`config.mk`:
```
export PLATFORM = sky130hd
export DESIGN_NAME = circuit_sweep_sequencer
export DESIGN_NICKNAME = d
export VERILOG_FILES = /design/src/rtl/circuit_sweep_sequencer_pkg.sv /design/src/rtl/circuit_sweep_sequencer_settle_timer.sv /design/src/rtl/circuit_sweep_sequencer.sv
export SDC_FILE = /design/constraint.sdc
export NUM_CORES = 1
export LEC_CHECK = 0
export BUFFER_PORTS_ARGS = -buffer_cell sky130_fd_sc_hd__buf_2
export CAP_MARGIN = 30
export CORE_ASPECT_RATIO = 1.75
export CORE_MARGIN = 2
export CORE_UTILIZATION = 30
export CTS_CLUSTER_SIZE = 20
export DETAILED_ROUTE_END_ITERATION = 12
export GPL_TIMING_DRIVEN = 0
export HOLD_SLACK_MARGIN = 0.1
export PLACE_DENSITY = 0.48
export SLEW_MARGIN = 25
export SYNTH_ARGS = -nofsm -noshare
export SYNTH_HDL_FRONTEND = slang
export SYNTH_SLANG_ARGS = --single-unit
```
`constraint.sdc`:
```
create_clock -name CLOCK_50 -period 2.6 [get_ports CLOCK_50]
set_clock_uncertainty 0.15 [all_clocks]
set_input_delay 0.52 -clock CLOCK_50 [delete_from_list [all_inputs] [get_ports CLOCK_50]]
set_output_delay 0.52 -clock CLOCK_50 [all_outputs]
set_load 0.01 [all_outputs]
```
`src/rtl/circuit_sweep_sequencer_pkg.sv`:
```
// Shared types and default constants for the circuit sweep sequencer.
package circuit_sweep_sequencer_pkg;

  typedef enum logic [2:0] {
    ST_IDLE,
    ST_SETTLE,
    ST_SAMPLE,
    ST_EMIT,
    ST_FINISH
  } state_t;

  localparam int DEF_NUM_CIRCUITS = 29;
  localparam int SEL_W            = 5;
  localparam int DEF_PAT_W        = 5;
  localparam int DEF_SETTLE_CYC   = 8;

endpackage

```
`src/rtl/circuit_sweep_sequencer_settle_timer.sv`:
```
// Settle interval timer: held at zero while load is high, counts while en is
// high, and flags expire on the last settle cycle.
module circuit_sweep_sequencer_settle_timer #(
  parameter int SETTLE_CYC = 8
) (
  input  logic clk,
  input  logic rst_n,
  input  logic load,
  input  logic en,
  output logic expire
);

  localparam int CW = (SETTLE_CYC > 1) ? $clog2(SETTLE_CYC) : 1;

  logic [CW-1:0] cnt_reg;
  logic [CW-1:0] cnt_next;

  assign expire = (cnt_reg == CW'(SETTLE_CYC - 1));

  // Next count: clear on load, advance while enabled, park once expired.
  always_comb begin
    cnt_next = cnt_reg;
    if (load) begin
      cnt_next = '0;
    end else if (en && !expire) begin
      cnt_next = cnt_reg + CW'(1);
    end
  end

  // Counter register.
  always_ff @(posedge clk or negedge rst_n) begin
    if (!rst_n) begin
      cnt_reg <= '0;
    end else begin
      cnt_reg <= cnt_next;
    end
  end

endmodule

```
`src/rtl/circuit_sweep_sequencer.sv`:
```
// Sweeps every circuit index and stimulus pattern, samples the muxed circuit
// output after a settle interval and emits one truth-table word per circuit.
module circuit_sweep_sequencer
  import circuit_sweep_sequencer_pkg::*;
#(
  parameter int NUM_CIRCUITS = DEF_NUM_CIRCUITS,
  parameter int PAT_W        = DEF_PAT_W,
  parameter int SETTLE_CYC   = DEF_SETTLE_CYC
) (
  input  logic                    CLOCK_50,
  input  logic                    RESET_N,
  input  logic                    start,
  input  logic                    abort,
  input  logic                    circ_out,
  output logic [SEL_W-1:0]        sel,
  output logic [PAT_W-1:0]        pattern,
  output logic                    busy,
  output logic                    res_valid,
  input  logic                    res_ready,
  output logic [SEL_W-1:0]        res_index,
  output logic [(1<<PAT_W)-1:0]   res_table,
  output logic                    done
);

  localparam int TBL_W = 1 << PAT_W;

  state_t             state_reg, state_next;
  logic [SEL_W-1:0]   sel_reg, sel_next;
  logic [PAT_W-1:0]   pattern_reg, pattern_next;
  logic [TBL_W-1:0]   table_reg, table_next;
  logic [SEL_W-1:0]   res_index_reg, res_index_next;
  logic               busy_reg, busy_next;
  logic               res_valid_reg, res_valid_next;
  logic               done_reg, done_next;
  logic               settle_expire;

  // The timer only runs in SETTLE and sits at zero otherwise, so every
  // entry into SETTLE starts a fresh interval.
  circuit_sweep_sequencer_settle_timer #(
    .SETTLE_CYC (SETTLE_CYC)
  ) u_settle_timer (
    .clk    (CLOCK_50),
    .rst_n  (RESET_N),
    .load   (state_reg != ST_SETTLE),
    .en     (state_reg == ST_SETTLE),
    .expire (settle_expire)
  );

  // Next-state and next-output logic; abort overrides everything outside IDLE.
  always_comb begin
    state_next     = state_reg;
    sel_next       = sel_reg;
    pattern_next   = pattern_reg;
    table_next     = table_reg;
    res_index_next = res_index_reg;

    case (state_reg)
      ST_IDLE: begin
        sel_next     = '0;
        pattern_next = '0;
        if (start && !abort) begin
          state_next = ST_SETTLE;
          table_next = '0;
        end
      end
      ST_SETTLE: begin
        if (settle_expire) begin
          state_next = ST_SAMPLE;
        end
      end
      ST_SAMPLE: begin
        table_next[pattern_reg] = circ_out;
        if (pattern_reg == {PAT_W{1'b1}}) begin
          state_next     = ST_EMIT;
          res_index_next = sel_reg;
        end else begin
          pattern_next = pattern_reg + PAT_W'(1);
          state_next   = ST_SETTLE;
        end
      end
      ST_EMIT: begin
        // sel, pattern and the table stay frozen until the consumer accepts.
        if (res_ready) begin
          if (sel_reg == SEL_W'(NUM_CIRCUITS - 1)) begin
            state_next = ST_FINISH;
          end else begin
            sel_next     = sel_reg + SEL_W'(1);
            pattern_next = '0;
            table_next   = '0;
            state_next   = ST_SETTLE;
          end
        end
      end
      ST_FINISH: begin
        sel_next     = '0;
        pattern_next = '0;
        state_next   = ST_IDLE;
      end
      default: begin
        state_next = ST_IDLE;
      end
    endcase

    if (abort && (state_reg != ST_IDLE)) begin
      state_next     = ST_IDLE;
      sel_next       = '0;
      pattern_next   = '0;
      table_next     = '0;
      res_index_next = '0;
    end

    busy_next      = (state_next != ST_IDLE);
    res_valid_next = (state_next == ST_EMIT);
    done_next      = (state_next == ST_FINISH);
  end

  // State and registered outputs.
  always_ff @(posedge CLOCK_50 or negedge RESET_N) begin
    if (!RESET_N) begin
      state_reg     <= ST_IDLE;
      sel_reg       <= '0;
      pattern_reg   <= '0;
      table_reg     <= '0;
      res_index_reg <= '0;
      busy_reg      <= 1'b0;
      res_valid_reg <= 1'b0;
      done_reg      <= 1'b0;
    end else begin
      state_reg     <= state_next;
      sel_reg       <= sel_next;
      pattern_reg   <= pattern_next;
      table_reg     <= table_next;
      res_index_reg <= res_index_next;
      busy_reg      <= busy_next;
      res_valid_reg <= res_valid_next;
      done_reg      <= done_next;
    end
  end

  assign sel       = sel_reg;
  assign pattern   = pattern_reg;
  assign busy      = busy_reg;
  assign res_valid = res_valid_reg;
  assign res_index = res_index_reg;
  assign res_table = table_reg;
  assign done      = done_reg;

endmodule

```
-- Yosys cells after proc, flatten, opt, wreduce, memory -nomap -nowiden
Cells that the tools add are included.
- register bits after elaboration: 56
- input port bits: 6
- logic and storage cells: 77
- add/subtract/negate cells: 3
- order comparisons: 2
- eq/ne operators: 14
- mux-type cells: 29
- reductions and logical operators: 20
- operator list (kind ; number):
    2-to-1 mux 32 bit ; 4
    case mux 32 bit (3 select lines) ; 1
    2-to-1 mux 5 bit ; 10
    bitwise mux 32 bit ; 1
    2-to-1 mux 3 bit ; 7
    case mux 5 bit (3 select lines) ; 1
    != test 3 bit, second input constant ; 4
    case mux 3 bit (4 select lines) ; 1
    adder 5 x 1 -> 5 bit, second input constant ; 2
    == test 5 bit, second input constant ; 2
    case mux 5 bit (2 select lines) ; 1
    == test 3 x 2 -> 1 bit, second input constant ; 3
    == test 3 bit, second input constant ; 3
    nonzero test 3 bit ; 3
    AND reduction 4 bit ; 2
    nonzero test 4 bit ; 2
    less-than comparator 5 x 6 -> 1 bit, second input constant ; 1
    nonzero test 2 bit ; 3
    demux 1 bit (select 5 bit) ; 1
    greater-or-equal comparator 5 x 1 -> 1 bit, second input constant ; 1
    logical AND 1 bit ; 4
    adder 3 x 1 -> 3 bit, second input constant ; 1
    == test 3 x 1 -> 1 bit, second input constant ; 1
    zero test 3 bit ; 1
    other kinds (7) ; 8

-- Depth between registers and ports, before layout
Gate-level depths: netlist (run 1).
- depth after elaboration: 7
- gate-level depth with buffers: 9
- depth with buffers taken out: 7

-- Hierarchy
A second synthesis (run 1) with hierarchy kept.
- cell total of the unflattened synthesis: 301
- area, all modules: 3010.4 µm²
- modules (own cells, without submodules) (module ; instances ; cells an instance ; area an instance (µm²)):
    circuit_sweep_sequencer ; 1 ; 286 ; 2826.5
    circuit_sweep_sequencer_settle_timer ; 1 ; 15 ; 183.9

-- Worst setup path before layout (run 1)
Ideal clock, no wire load.
- path kind: register -> register
- from: reg pattern_reg[2] (netlist: pattern[2])
- to: reg busy_reg (netlist: busy)
- library setup time: 0.063 ns
- arrival time: 2.138 ns
- data required time: 2.387 ns
- path slack: 0.249 ns
- cell stages (with the launch flop): 9
- path buffers: 3
- period minus slack after synthesis: 2.351 ns
- cells stage by stage: dfrtp_1 -> clkbuf_1 -> buf_1 -> and3_1 -> ha_1 -> clkbuf_1 -> o211ai_1 -> a221oi_1 -> or2_2
- longest elaborated chain between the ends: 5
- ends and longest elaborated chain (item ; line ; RTL):
    from (decl) ; circuit_sweep_sequencer.sv:29 ; logic [PAT_W-1:0] pattern_reg, pattern_next;
    from (signal assigned) ; circuit_sweep_sequencer.sv:131 ; pattern_reg <= pattern_next;
    == test 5 bit ; circuit_sweep_sequencer.sv:73 ; if (pattern_reg == {PAT_W{1'b1}}) begin
    2-to-1 mux 2 bit ; circuit_sweep_sequencer.sv:73 ;
    case mux 3 bit (4 select lines) ; circuit_sweep_sequencer.sv:57 ; case (state_reg)
    2-to-1 mux 3 bit ; circuit_sweep_sequencer.sv:104 ; if (abort && (state_reg != ST_IDLE)) begin
    via state_next[1] ; circuit_sweep_sequencer.sv:27 ; state_t state_reg, state_next;
    nonzero test 3 bit ; circuit_sweep_sequencer.sv:112 ; busy_next = (state_next != ST_IDLE);
    via busy_next ; circuit_sweep_sequencer.sv:32 ; logic busy_reg, busy_next;
    to (signal assigned) ; circuit_sweep_sequencer.sv:134 ; busy_reg <= busy_next;
    to (decl) ; circuit_sweep_sequencer.sv:32 ;
The timed path passes the listed nets, and every way through them passes these cells.
A chain may end at the register's enable or synchronous reset.

-- Final worst setup path (run 1)
- from: reg pattern_reg[0] (netlist: pattern[0])
- to: reg pattern_reg[2] (netlist: pattern[2])
- longest elaborated chain between the ends: 4
- ends and longest elaborated chain (item ; line ; RTL):
    adder 5 x 1 -> 5 bit ; circuit_sweep_sequencer.sv:77 ; pattern_next = pattern_reg + PAT_W'(1);
    2-to-1 mux 5 bit ; circuit_sweep_sequencer.sv:73 ;
    case mux 5 bit (3 select lines) ; circuit_sweep_sequencer.sv:57 ;
    2-to-1 mux 5 bit ; circuit_sweep_sequencer.sv:104 ;
Several ways; a longest one is shown, not always the timed one. The select of a mux whose other input is x is not followed.

==> results of run 1 <==
-- critical path: stages (launching register included) --
cell and delay [ns]:
dfrtp_1 0.46, ha_2 0.30, and3_1 0.21, ha_2 0.25, nor3_1 0.36, a21oi_1 0.17, o211ai_1 0.21, o21ai_0 0.11
-- cells by family (layout without fill, tap and decap cells) --
| logic type | after synthesis | after routing | share of synthesized area |
|---|---|---|---|
| simple gates | 103 | 103 | 0.191 |
| mux | 2 | 2 | 0.00678 |
| xor+xnor | 5 | 5 | 0.0148 |
| compound gates | 91 | 91 | 0.226 |
| buf+inv | 28 | 88 | 0.0491 |
| fa+ha+maj | 9 | 9 | 0.0381 |
| flops | 56 | 56 | 0.474 |
-- cell usage after synthesis --
cell type | count | share of area
o32ai_1 | 1 | 0.0030
xor2_1 | 2 | 0.0059
nor4b_4 | 1 | 0.0080
buf_1 | 4 | 0.0051
nor2_1 | 12 | 0.015
nor2b_1 | 6 | 0.013
dfrtp_1 | 56 | 0.47
mux2i_1 | 2 | 0.0068
and4b_1 | 1 | 0.0034
a221oi_1 | 1 | 0.0030
nor4_1 | 2 | 0.0042
a22o_1 | 16 | 0.047
o211ai_1 | 4 | 0.010
ha_1 | 9 | 0.038
a2111oi_1 | 1 | 0.0034
or2_2 | 4 | 0.0085
a21oi_1 | 11 | 0.019
a21o_1 | 1 | 0.0025
nor3_1 | 8 | 0.014
clkbuf_1 | 7 | 0.0089
and3_1 | 1 | 0.0021
and2_1 | 1 | 0.0021
a32o_1 | 21 | 0.071
nand4_1 | 1 | 0.0021
nand2b_1 | 10 | 0.021
nand3_1 | 38 | 0.064
o32ai_4 | 1 | 0.0093
buf_6 | 4 | 0.015
xnor2_1 | 3 | 0.0089
nand2_1 | 12 | 0.015
nor4b_1 | 1 | 0.0030
inv_1 | 5 | 0.0064
and2b_1 | 1 | 0.0025
nand4b_1 | 2 | 0.0059
o21ai_0 | 34 | 0.058
and4_1 | 1 | 0.0030
nor3_2 | 1 | 0.0034
buf_2 | 8 | 0.014
-- cell type report --
cell class	count	area share
plain buffers	20	0.0330
clock inverters	2	0.00284
inverters	5	0.00532
flip-flops and latches	56	0.397
clock buffers	6	0.0393
well taps	122	0.0432
repair buffers	55	0.0787
multi-input cells	210	0.400
-- per-stage QoR --
| stage | hold WS (ns) | total power [mW] | worst slack [ns] | TNS [ns] |
|---|---|---|---|---|
| 6_report | 0.129 | 1.70 | 0.273 | 0 |
| 5_1_grt | 0.207 | 1.76 | 0.0883 | 0 |
| 4_1_cts | 0.168 | 1.72 | 0.00907 | 0 |
| 3_5_place_dp | 0.325 | 1.02 | -0.482 | -4.86 |
| 3_3_place_gp | 0.325 | 1.02 | -0.458 | -4.47 |
| 2_1_floorplan | 0.0744 | 0.971 | 0.249 | 0 |
-- where the power goes --
| part | internal [mW] | leakage [nW] | total (mW) | switching, mW |
|---|---|---|---|---|
| clock | 0.381 | 0.0766 | 0.700 | 0.319 |
| combinational | 0.0423 | 0.813 | 0.121 | 0.0785 |
| sequential | 0.875 | 0.777 | 0.877 | 0.00203 |
| total | 1.30 | 1.67 | 1.70 | 0.399 |
-- layer usage --
layer / up-vias / GRT usage
met5: - / 0
met4: 0 / 0.0651
met3: 13 / 0.0300
met2: 69 / 0.335
met1: 1253 / 0.187
li1: 1223 / -
-- cells in the final DEF (no fill, tap or decap), drive strengths merged, types with 3 or more instances in the layout --
| cell type | count |
|---|---|
| or2 | 4 |
| o21ai | 34 |
| clkbuf | 11 |
| a21oi | 11 |
| a22o | 16 |
| buf | 70 |
| a32o | 21 |
| dfrtp | 56 |
| nand3 | 38 |
| nor2 | 12 |
| o211ai | 4 |
| inv | 5 |
| nor2b | 6 |
| xnor2 | 3 |
| nand2b | 10 |
| ha | 9 |
| nor3 | 9 |
| nand2 | 12 |
-- path summary, 6_finish.rpt --
check	startpoint	to	slack, ns	cells past startpoint
min in group CLOCK_50	res_index[3]	res_index[3]	0.34	1
max in group asynchronous	RESET_N	pattern[2]	1.65	1
hold reg to reg	res_index[3]	res_index[3]	0.34	1
hold / removal	RESET_N	res_valid	0.13	1
setup / recovery	pattern[0]	pattern[2]	0.27	7
setup reg to reg	pattern[0]	pattern[2]	0.27	7
==> impl_metrics.tcl, run 1 <==
set metrics [dict create \
    tightest_slew_ns 0.828 \
    wl_um 8820 \
    stdcell_count 476 \
    clock-sinks 56 \
    layout.area.seq_mm2 0.00140 \
    pin_count 56 \
    powerDensity_mw_per_mm2 481 \
    cts_tree "built" \
    route.antenna.remaining_nets 0 \
    slew_violations 0 \
    fillers 1017 \
    num_rows 47 \
    initial_utilization 0.310 \
    top_layer_used "met4" \
    core_area_mm2 0.00953 \
    drcViolationCount 0 \
    criticalPathCategory "reg2reg" \
    ir_worst_vdd_uv 365 \
    stdcell_area_mm2 0.00353 \
    grt.overflow.total 0 \
    worstPathArrival_ns 2.35 \
    clockRootBuffer "clkbuf_16" \
    m1WireLength_um 3350 \
    multi_input_area_mm2 0.00141 \
    synth_cell_types 38 \
    antennaDiodeCount 0 \
    largest_reg_flops 32 \
    cap_violations 0 \
    firstDrtPassIters 5 \
    die_area_mm2 0.0107 \
    setup_violations 0 \
    start_kind "flip-flop" \
    vias_per_cell 5.37 \
    clkSlewWorstSetupHoldPaths_ns 0.07 \
    grt_max_degree 57 \
    die_x_um 79.0 \
    post_cts_resized 1 \
    final_util 0.371 \
    dieHeight_um 135 \
    finalCriticalPeriod_ns 2.33 \
    grt_pass1_wl_um 14400 \
    ys_warn_count 0 \
    syn_inst 294 \
    end_kind "flip-flop" \
    yosysSeqAreaShare 0.474 \
    drt-initial-drc-count 171 \
    hold_path.class "in2async" \
    finalHoldViolCount 0 \
    wire_per_inst_um 18.5 \
    post_dp_cell_area_mm2 0.00338 \
    drive_gt1_frac 0.243 \
    syn_area_per_cell_um2 10.0 \
    rsz0062_at_grt "false" \
    slew_headroom 0.446 \
    portBuffers 55 \
    cp.required_ns 2.63 \
    vias 2558 \
    gr-usage-all-layers 0.175 \
    clk_path_buf_depth 2 \
    areaGrowthSynthToFinish_pct 19.5 \
    cts_buffers 5 \
    place_congestion 0.858 \
    antenna_found_initial 0 \
    placed_cells 471 \
    grt_pass1_vias 2676 \
    cts_max_level 2 \
    status "finished, final reports clean" \
    path_max_fanout 10 \
    syn_nets 309 \
    p_leak_nw 1.67 \
    hpwl_um 6530 \
    fin_crit_sh 0.895 \
    postCtsSetupRepairBufs 0 \
    nets 368 \
    netlist_area_mm2 0.00295 \
    ys_seq_elements 56 \
    cts_hold_buf 0 \
    met2WireLength_um 4920 \
    met3_length_um 344 \
    clk_latency_ns 0.30 \
    max_freq_ghz 0.430 \
]
Power figures use the tool's default switching activity.
==> run 2, diff against run 1 <==
--- a/config.mk
+++ b/config.mk
@@ -14,7 +14,7 @@
 export DETAILED_ROUTE_END_ITERATION = 12
 export GPL_TIMING_DRIVEN = 0
 export HOLD_SLACK_MARGIN = 0.1
-export PLACE_DENSITY = 0.48
+export PLACE_DENSITY = 0.5
 export SLEW_MARGIN = 25
 export SYNTH_ARGS = -nofsm -noshare
 export SYNTH_HDL_FRONTEND = slang
==> constraint.sdc (replaced) <==
create_clock -name CLOCK_50 -period 1.9 [get_ports CLOCK_50]
set_clock_uncertainty 0.15 [all_clocks]
set_input_delay 0.38 -clock CLOCK_50 [delete_from_list [all_inputs] [get_ports CLOCK_50]]
set_output_delay 0.38 -clock CLOCK_50 [all_outputs]
set_load 0.01 [all_outputs]
==> run 2 against run 1 <==
  * The run now ends with negative setup slack left
  * Worst hold slack better by 0.20 ns
  * Via count is 3.5% higher
  * Design area is 9.6% higher
  * Sequential power is 37% higher
  * Critical path depth stayed put
  * Critical path type unchanged
  * Cell count is 3.6% higher
  * Combinational power is 55% higher
  * Sequential share of layout area is 3.4 points lower
==> impl_metrics.tcl, run 2 (same netlist as run 1, synthesis figures left out) <==
set metrics [dict create \
    status "finished with violations" \
    violations "negative setup slack" \
    vias_per_cell 5.37 \
    slew_headroom 0.525 \
    place_congestion 0.866 \
    clock-sinks 56 \
    gr-usage-all-layers 0.176 \
    clk_path_buf_depth 2 \
    clk_latency_ns 0.30 \
    cp.required_ns 1.94 \
    wl_um 9050 \
    criticalPathCategory "reg2reg" \
    fin_crit_sh 1.00 \
    drcViolationCount 0 \
    crit_buf_inv 2 \
    wire_per_inst_um 18.3 \
    vias 2647 \
    mostFrequentLayoutCells "buf_2, dfrtp_1, nand3_1, o21ai_0, a32o_1" \
    pin_count 56 \
    antenna_found_initial 0 \
    finalHoldViolCount 0 \
    num_rows 47 \
    start_kind "flip-flop" \
    cts_tree "built" \
    cap_violations 0 \
    die_area_mm2 0.0107 \
    areaGrowthSynthToFinish_pct 31.0 \
    hold_path.class "in2reg" \
    max_freq_ghz 0.525 \
    crit_path_max_incr_delay_ns 0.43 \
    end_kind "flip-flop" \
    die_x_um 79.0 \
    antennaDiodeCount 0 \
    finalCriticalPeriod_ns 1.90 \
    firstDrtPassIters 5 \
    placed_cells 471 \
    path_max_fanout 7 \
    stdcell_count 493 \
    path_delay_family "flip-flops" \
    rsz0062_at_grt "true" \
    core_area_mm2 0.00953 \
    drt-initial-drc-count 161 \
    drive_gt1_frac 0.348 \
    final_common_cell "buf_2" \
    clkSlewWorstSetupHoldPaths_ns 0.07 \
    worstPathArrival_ns 1.94 \
    largest_reg_flops 32 \
    dieHeight_um 135 \
    grt_max_degree 57 \
    cts_max_level 2 \
    portBuffers 55 \
    route.antenna.remaining_nets 0 \
    nets 385 \
    r2r_slack_ns -0.003 \
    hpwl_um 6460 \
    grt.overflow.total 0 \
    ir_worst_vdd_uv 333 \
    initial_utilization 0.310 \
    preCtsSetupSlack_ns -0.263 \
    grt_pass1_wl_um 14500 \
    crit_chain "buf_4 -> inv_1 -> ha_2 -> nand2_1 -> o21ai_0 -> nand3_1 -> a32o_1" \
    slew_violations 0 \
    cts_buffers 5 \
    powerDensity_mw_per_mm2 652 \
    cpMaxStageDelayCell "dfrtp_2" \
    tightest_slew_ns 0.712 \
    grt_pass1_vias 2745 \
    setup_violations 1 \
    final_util 0.406 \
    p_leak_nw 1.79 \
    layout_setup_ws_ns -0.00343 \
    whs_ns 0.328 \
    clockRootBuffer "clkbuf_16" \
]
-- run 2: cell type report --
type	instances	area (um^2)
Clock buffer	7	153
Buffer	17	115
Tap cell	122	153
Multi-Input combinational cell	210	1540
Sequential cell	56	1410
Clock inverter	1	30.0
Inverter	5	18.8
Fill cell	982	5660
Timing Repair Buffer	75	450
-- run 2: power by group --
group / switching (mW) / leakage [nW] / internal, mW / total [mW]
combinational: 0.112 / 0.933 / 0.0758 / 0.188
clock: 0.436 / 0.0901 / 0.695 / 1.13
sequential: 0.00678 / 0.770 / 1.20 / 1.20
-- run 2: per-stage QoR --
step                      total power, mW  instance area [um^2]  setup TNS [ns]
after floorplan                      1.33                  3030          -0.383
after global placement               1.40                  3460           -7.74
after detailed placement             1.40                  3460           -7.62
after CTS                            2.55                  3750          -0.557
after global routing                 2.63                  3870          -0.727
final                                2.52                  3870        -0.00343
-- run 2: per-layer routing --
metal	track usage	share of wire	up-vias	routed length [um]
met5	0	0	-	0
met4	0.0785	0.025	0	223
met3	0.0353	0.041	17	371
met2	0.329	0.57	70	5120
met1	0.187	0.37	1310	3330
li1	-	-	1250	-
-- run 2: timing repair --
action	4_1_cts	5_1_grt
gates cloned	0	1
endpoints found under the setup margin	45	40
pin swaps	5	11
hold buffers	1	0
buffers inserted	7	11
endpoints found under the hold margin	56	0
gates resized for setup	16	26
-- run 2: final timing paths --
path,from,to,depth (start not counted)
setup / recovery,pattern[0],res_table[6],7
hold / removal,abort,state_reg[2],3
setup reg to reg,pattern[0],res_table[6],7
hold reg to reg,res_table[15],res_table[15],1
max in group asynchronous,RESET_N,pattern[2],2
min in group asynchronous,RESET_N,res_table[24],2
-- run 2: worst min-delay path, stage by stage --
cell and delay (ns):
buf_2 0.14, buf_6 0.16, nor4_1 0.06
